--- src/rtl/isa_ctrl_pkg.sv ---
// isa_ctrl_pkg: op codes, FSM states, transceiver bundle and timing defaults for the ISA bridge
package isa_ctrl_pkg;
  localparam logic [3:0] OP_IDLE = 4'd0, OP_WRITE = 4'd1, OP_READ = 4'd2;
  localparam int SETUP_CYC_DEF = 2, STROBE_CYC_DEF = 6, HOLD_CYC_DEF = 2, TIMEOUT_CYC_DEF = 32;
  typedef enum logic [2:0] {S_IDLE, S_SETUP, S_WAIT_CS, S_STROBE, S_HOLD, S_ABORT, S_DONE} state_t;
  typedef struct packed {logic sd1; logic sd2; logic sa1; logic sa2; logic in; logic out;} xcvr_t;
  function automatic logic bus_active(input state_t s);
    return s inside {S_SETUP, S_WAIT_CS, S_STROBE, S_HOLD, S_ABORT};
  endfunction
endpackage

--- src/rtl/isa_xcvr_ctrl.sv ---
// isa_xcvr_ctrl: 74LVC4245 OE/DIR decode from bus cycle state and operation
module isa_xcvr_ctrl
  import isa_ctrl_pkg::*;
(
  input  state_t      state,
  input  logic [3:0]  op,
  output xcvr_t       oe,
  output xcvr_t       dir
);
  logic act, wr;
  assign act = bus_active(state);
  assign wr  = act && op == OP_WRITE;
  // address and control buffers stay enabled; data buffers only open around a cycle
  assign oe  = {!act, !act, 4'b0000};
  assign dir = {wr, wr, 2'b11, 1'b0, 1'b1};
endmodule

--- src/rtl/isa_bus_controller.sv ---
// isa_bus_controller: runs one 16-bit ISA I/O write or read per ap_start, with IOCS16# timeout
module isa_bus_controller
  import isa_ctrl_pkg::*;
#(
  parameter int SETUP_CYC   = SETUP_CYC_DEF,
  parameter int STROBE_CYC  = STROBE_CYC_DEF,
  parameter int HOLD_CYC    = HOLD_CYC_DEF,
  parameter int TIMEOUT_CYC = TIMEOUT_CYC_DEF
)(
  input  logic        clk_in_16m,
  input  logic        rst_n,
  output logic        oe_isa_sd1,
  output logic        oe_isa_sd2,
  output logic        oe_isa_sa1,
  output logic        oe_isa_sa2,
  output logic        oe_isa_in,
  output logic        oe_isa_out,
  output logic        dir_isa_sd1,
  output logic        dir_isa_sd2,
  output logic        dir_isa_sa1,
  output logic        dir_isa_sa2,
  output logic        dir_isa_in,
  output logic        dir_isa_out,
  output logic [15:0] isa_sa,
  output logic        isa_iow,
  output logic        isa_ior,
  output logic        isa_rst_drv,
  output logic        isa_aen,
  output logic [15:0] isa_sd_out,
  output logic        isa_tri_en,
  input  logic [15:0] isa_sd_in,
  input  logic        iocs16,
  input  logic        irq5,
  input  logic        master_rst_drv,
  input  logic [3:0]  master_isa_state,
  input  logic [15:0] master_isa_sa_in,
  input  logic [15:0] master_isa_sd_in,
  output logic [15:0] slave_isa_rd_data,
  input  logic        ap_start,
  output logic        ap_idle,
  output logic        ap_done
);
  state_t      state, state_nxt;
  logic [7:0]  cnt, cnt_nxt, lim;
  logic [3:0]  op_q, op_nxt;
  logic        accept, last;
  logic [1:0]  irq5_sync_unused;
  xcvr_t       oe_q, dir_q, oe_d, dir_d;

  always_comb begin
    accept = state == S_IDLE && ap_start && !master_rst_drv &&
             (master_isa_state == OP_WRITE || master_isa_state == OP_READ);
    op_nxt = accept ? master_isa_state : op_q;
    lim = state == S_SETUP  ? 8'(SETUP_CYC)  :
          state == S_STROBE ? 8'(STROBE_CYC) :
          state == S_HOLD   ? 8'(HOLD_CYC)   : 8'(TIMEOUT_CYC);
    last = cnt == lim - 8'd1;
    state_nxt = state;
    case (state)
      S_IDLE:    state_nxt = accept ? S_SETUP : S_IDLE;
      S_SETUP:   state_nxt = last ? S_WAIT_CS : S_SETUP;
      S_WAIT_CS: state_nxt = !iocs16 ? S_STROBE : last ? S_ABORT : S_WAIT_CS;
      S_STROBE:  state_nxt = last ? S_HOLD : S_STROBE;
      S_HOLD:    state_nxt = last ? S_DONE : S_HOLD;
      S_ABORT:   state_nxt = S_DONE;
      S_DONE:    state_nxt = S_IDLE;
      default:   state_nxt = S_IDLE;
    endcase
    cnt_nxt = state_nxt != state ? 8'd0 : cnt + 8'd1;
  end

  // decoded against the next state so the buffers switch on the same edge as AEN
  isa_xcvr_ctrl u_xcvr (.state(state_nxt), .op(op_nxt), .oe(oe_d), .dir(dir_d));

  always_ff @(posedge clk_in_16m or negedge rst_n)
    if (!rst_n) begin
      state             <= S_IDLE;
      cnt               <= '0;
      op_q              <= OP_IDLE;
      isa_sa            <= '0;
      isa_iow           <= 1'b1;
      isa_ior           <= 1'b1;
      isa_aen           <= 1'b1;
      isa_tri_en        <= 1'b0;
      isa_sd_out        <= '0;
      slave_isa_rd_data <= '0;
      ap_idle           <= 1'b1;
      ap_done           <= 1'b0;
      isa_rst_drv       <= 1'b1;
      oe_q              <= '1;
      dir_q             <= 6'b001101;
      irq5_sync_unused  <= '0;
    end else begin
      state       <= state_nxt;
      cnt         <= cnt_nxt;
      op_q        <= op_nxt;
      isa_sa      <= accept ? master_isa_sa_in : bus_active(state_nxt) ? isa_sa : 16'h0000;
      isa_aen     <= !bus_active(state_nxt);
      isa_tri_en  <= bus_active(state_nxt) && op_nxt == OP_WRITE;
      if (accept && master_isa_state == OP_WRITE) isa_sd_out <= master_isa_sd_in;
      isa_iow     <= !(state_nxt == S_STROBE && op_nxt == OP_WRITE);
      isa_ior     <= !(state_nxt == S_STROBE && op_nxt == OP_READ);
      if (state == S_STROBE && state_nxt == S_HOLD && op_q == OP_READ) slave_isa_rd_data <= isa_sd_in;
      else if (state_nxt == S_ABORT && op_q == OP_READ) slave_isa_rd_data <= 16'hFFFF;
      ap_idle     <= state_nxt == S_IDLE;
      ap_done     <= state_nxt == S_DONE;
      isa_rst_drv <= master_rst_drv;
      oe_q        <= oe_d;
      dir_q       <= dir_d;
      irq5_sync_unused <= {irq5_sync_unused[0], irq5};
    end

  assign {oe_isa_sd1, oe_isa_sd2, oe_isa_sa1, oe_isa_sa2, oe_isa_in, oe_isa_out} = oe_q;
  assign {dir_isa_sd1, dir_isa_sd2, dir_isa_sa1, dir_isa_sa2, dir_isa_in, dir_isa_out} = dir_q;
endmodule

--- config.mk ---
export PLATFORM = sky130hd
export DESIGN_NAME = isa_bus_controller
export DESIGN_NICKNAME = d
export VERILOG_FILES = /design/src/rtl/isa_ctrl_pkg.sv /design/src/rtl/isa_xcvr_ctrl.sv /design/src/rtl/isa_bus_controller.sv
export SDC_FILE = /design/constraint.sdc
export NUM_CORES = 1
export LEC_CHECK = 0
export CAP_MARGIN = 40
export CORE_MARGIN = 3
export CORE_UTILIZATION = 46
export CTS_CLUSTER_DIAMETER = 40
export DETAILED_ROUTE_END_ITERATION = 6
export HOLD_SLACK_MARGIN = 0.05
export PLACE_DENSITY = 0.85
export SYNTH_ARGS = -nofsm -noshare
export SYNTH_HDL_FRONTEND = slang
export SYNTH_SLANG_ARGS = --single-unit
--- constraint.sdc ---
create_clock -name clk_in_16m -period 3.4 [get_ports clk_in_16m]
set_input_delay 0.68 -clock clk_in_16m [delete_from_list [all_inputs] [get_ports clk_in_16m]]
set_output_delay 0.68 -clock clk_in_16m [all_outputs]
set_load 0.05 [all_outputs]
==> key figures <==
Status
  • Status: finished, final reports clean

Clock tree
  • Clk slew on worst S/H paths: approximately 0.08 ns
  • Clock buffer depth: 2
  • Worst-Skew Late Latency: between 0.3 and 0.4 ns
  • Clk sinks: 71
  • CTS Buf Count: 9
  • # hold bufs at CTS: 0
  • H-tree levels: 3
  • Root buf cell: clkbuf_8
  • Post-cts resize count: 0
  • # Post-CTS Setup Buffers: 0
  • CTS tree: built

Timing
  • Slew @ Worst Pin: 0.685 ns
  • Slew Viols, Final: 0
  • RSZ-0062 raised after global routing: no
  • Max frequency: 0.420 GHz
  • Min Tclk post-route: about 2.4 ns
  • Slew margin rel.: 54.3%
  • Final hold violations: 0
  • Finish-stage setup viols: 0
  • Post-Route Skew: 0.0152 ns
  • Setup_tns: 0 ns
  • Fin crit share: a little over two thirds
  • Fin Hold WS: 0.346 ns

Routing
  • Via count: 2257
  • DRT Pass-1 Iters: 4
  • Avg WL per Cell: 15.8 um
  • Vias per cell: 5.20
  • ANT nets after route: 0
  • Post-detailed-routing wire length: between 6000 and 7000 um
  • Residual DRC: 0
  • Iter 0 DRT Violations: 72

GRT
  • Largest net degree at the start of global routing: 29
  • Grt peak-use layer: met2
  • Vias in the first global route: about 2300
  • GR Util met1: 23.3%
  • GRT overflow: 0
  • Grt met2 use: 31.1%
  • Initial antenna violation count: 0
  • Met3 Usage GRT: 5.83%
  • Tot GR Track Use: 18.9%
  • First-pass GRT wire length: 11100 um

Final layout
  • Final Net Count: 411
  • Antenna diodes: 0
  • Layout cell share with drive strength beyond 1: 12.3%
  • Layout area overhead: 45.6%

Setup path
  • Crit path buffers/inverters: 1
  • CP Class: reg -> out
  • Critical path data arrival time: 1.70 ns
  • Crit path required time: 2.72 ns
  • Critical path capture point type: primary output
  • Slowest CP cell: clkdlybuf4s50_1
  • Critical path cell sequence: clkdlybuf4s50_1
  • CP Launch Point: oe_isa_out
  • Delay-heaviest family, CP: buffers and inverters
  • R2r startpoint: state[0]
  • Reg2Reg Setup Slack: 1.08 ns
  • Critical path fanouts, max: 4
  • CP max stage delay: 0.80 ns
  • CP startpoint kind: flip-flop

Yosys
  • Multiplexer share of the synthesized area: 6.56%
  • Post-Syn Area: approximately 3100 um^2
  • Adder-cell share of the synthesized area: 0.408%
  • Top_reg_cell synth: dfrtp_1
  • Post-Syn Area per Cell: roughly 13 um^2
  • Synth Area in XOR/XNOR: 2.81%
  • Synthesized instance count: between 200 and 250
  • Simple-gate portion of the synthesized area: about an eighth
  • Main combinational cell family by area after synthesis: compound AO/OA/AOI/OAI gates
  • Yosys cell types: between 50 and 60
  • Synth warn: 0
  • Seq cells post-synth: 71
  • Sequential-to-total area share from yosys stat: about three fifths
  • Post-synthesis compound-gate area fraction: 14.3%
  • Async SR Flop Fraction: 100%
  • Number of flops mapped to enable cells by yosys: 0

Floorplanning
  • Core area: roughly 6400 um^2
  • Die span in x: 87.7 um
  • Die Footprint: 7690 um^2
  • Site row count: 29
  • Starting Density: 47.8%
  • # IOs: 125
  • Chip Height: 87.7 um

Flow run
  • Max-cap violation count: 0

Pwr
  • LEAKAGE: 1.99 nW
  • Max VDD drop: 0.000363 V
  • Final total power: 3.12 mW
  • Power Density: 698 nW/um^2

Place
  • GP Congestion: 0.892
  • I/O Buffers: 119
  • HPWL after DPL: 5150 um

Hold path
  • Hold Crit Class: in -> async
[power breakdown]
| group | internal (mW) | switching [mW] | leakage (nW) |
|---|---|---|---|
| combinational | 0.448 | 0.707 | 0.915 |
| clock | 0.527 | 0.306 | 0.130 |
| sequential | 0.983 | 0.149 | 0.943 |
| total | 1.96 | 1.16 | 1.99 |
[final timing paths]
path                                   to  cells past startpoint
setup / recovery               oe_isa_sa1                      1
hold / removal                  isa_sa[1]                      1
setup reg to reg            isa_sd_out[6]                      5
hold reg to reg            isa_sd_out[12]                      1
max in group asynchronous         isa_iow                      2
min in group clk_in_16m    isa_sd_out[12]                      1
[cells in the final DEF, fill, tap and decap left out, drive strengths merged, types with 3 or more instances in the layout]
cell type / n
a21oi: 4
a22o: 16
buf: 4
bufinv: 3
clkbuf: 11
clkdlybuf4s50: 118
conb: 5
dfrtp: 65
dfstp: 6
mux2: 17
nand2: 9
nand3: 7
nor2: 23
nor2b: 3
o21ai: 9
o22a: 16
o31ai: 3
xnor2: 5
xor2: 4
[synth_stat cells (5+ instances only)]
cell / number / area (um^2)
a22o_1: 16 / 140
dfstp_2: 6 / 158
nand2_1: 8 / 30.0
nor2_1: 21 / 78.8
mux2_1: 16 / 180
o22a_1: 16 / 140
o21ai_1: 5 / 25.0
nand3_1: 7 / 35.0
dfrtp_1: 65 / 1630
buf_4: 13 / 97.6
[kinds of logic (layout without fill, tap and decap cells)]
logic type               after synthesis  count (layout)
AO/OA/AOI/OAI                         54              54
buffers and inverters                 25             140
AND/OR/NAND/NOR                       59              59
other                                  2               5
XOR/XNOR                               9               9
adder cells (fa/ha/maj)                1               1
flip-flops                            71              71
multiplexers                          18              18
[metrics by stage]
| step | area, um^2 | util, % | worst slack [ns] | instances |
|---|---|---|---|---|
| after floorplan | 3080 | - | 1.47 | 242 |
| after global placement | 4210 | 65.6 | 0.813 | 418 |
| after detailed placement | 4210 | 65.6 | 0.744 | 418 |
| after CTS | 4470 | 69.6 | 0.999 | 434 |
| after global routing | 4470 | 69.6 | 0.777 | 434 |
| final | 4470 | 69.6 | 1.02 | 434 |
[state kept, by name, summed over array words and instances, names as in the netlist]
| signal | flops |
|---|---|
| ap_done | 1 |
| isa_ior | 1 |
| oe_isa_out | 1 |
| state | 3 |
| slave_isa_rd_data | 16 |
| ap_idle | 1 |
| op_q | 4 |
| dir_isa_sd2 | 1 |
| isa_sd_out | 16 |
| isa_rst_drv | 1 |
| oe_isa_sd2 | 1 |
| isa_sa | 16 |
| cnt | 8 |
| isa_iow | 1 |
[layer usage]
metal / vias to the layer above / wire, um
li1: 1067 / -
met1: 1094 / 2810
met2: 86 / 3500
met3: 10 / 464
met4: 0 / 104
met5: - / 0
[cell type report]
type	count	area [um^2]
Clock inverter	5	104
Tap cell	77	96.3
Inverter	2	7.51
Fill cell	454	1950
Multi-Input combinational cell	146	1120
Timing Repair Buffer	122	1210
Clock buffer	11	151
Sequential cell	71	1780
Note: power is estimated with default switching activity, not from simulation.
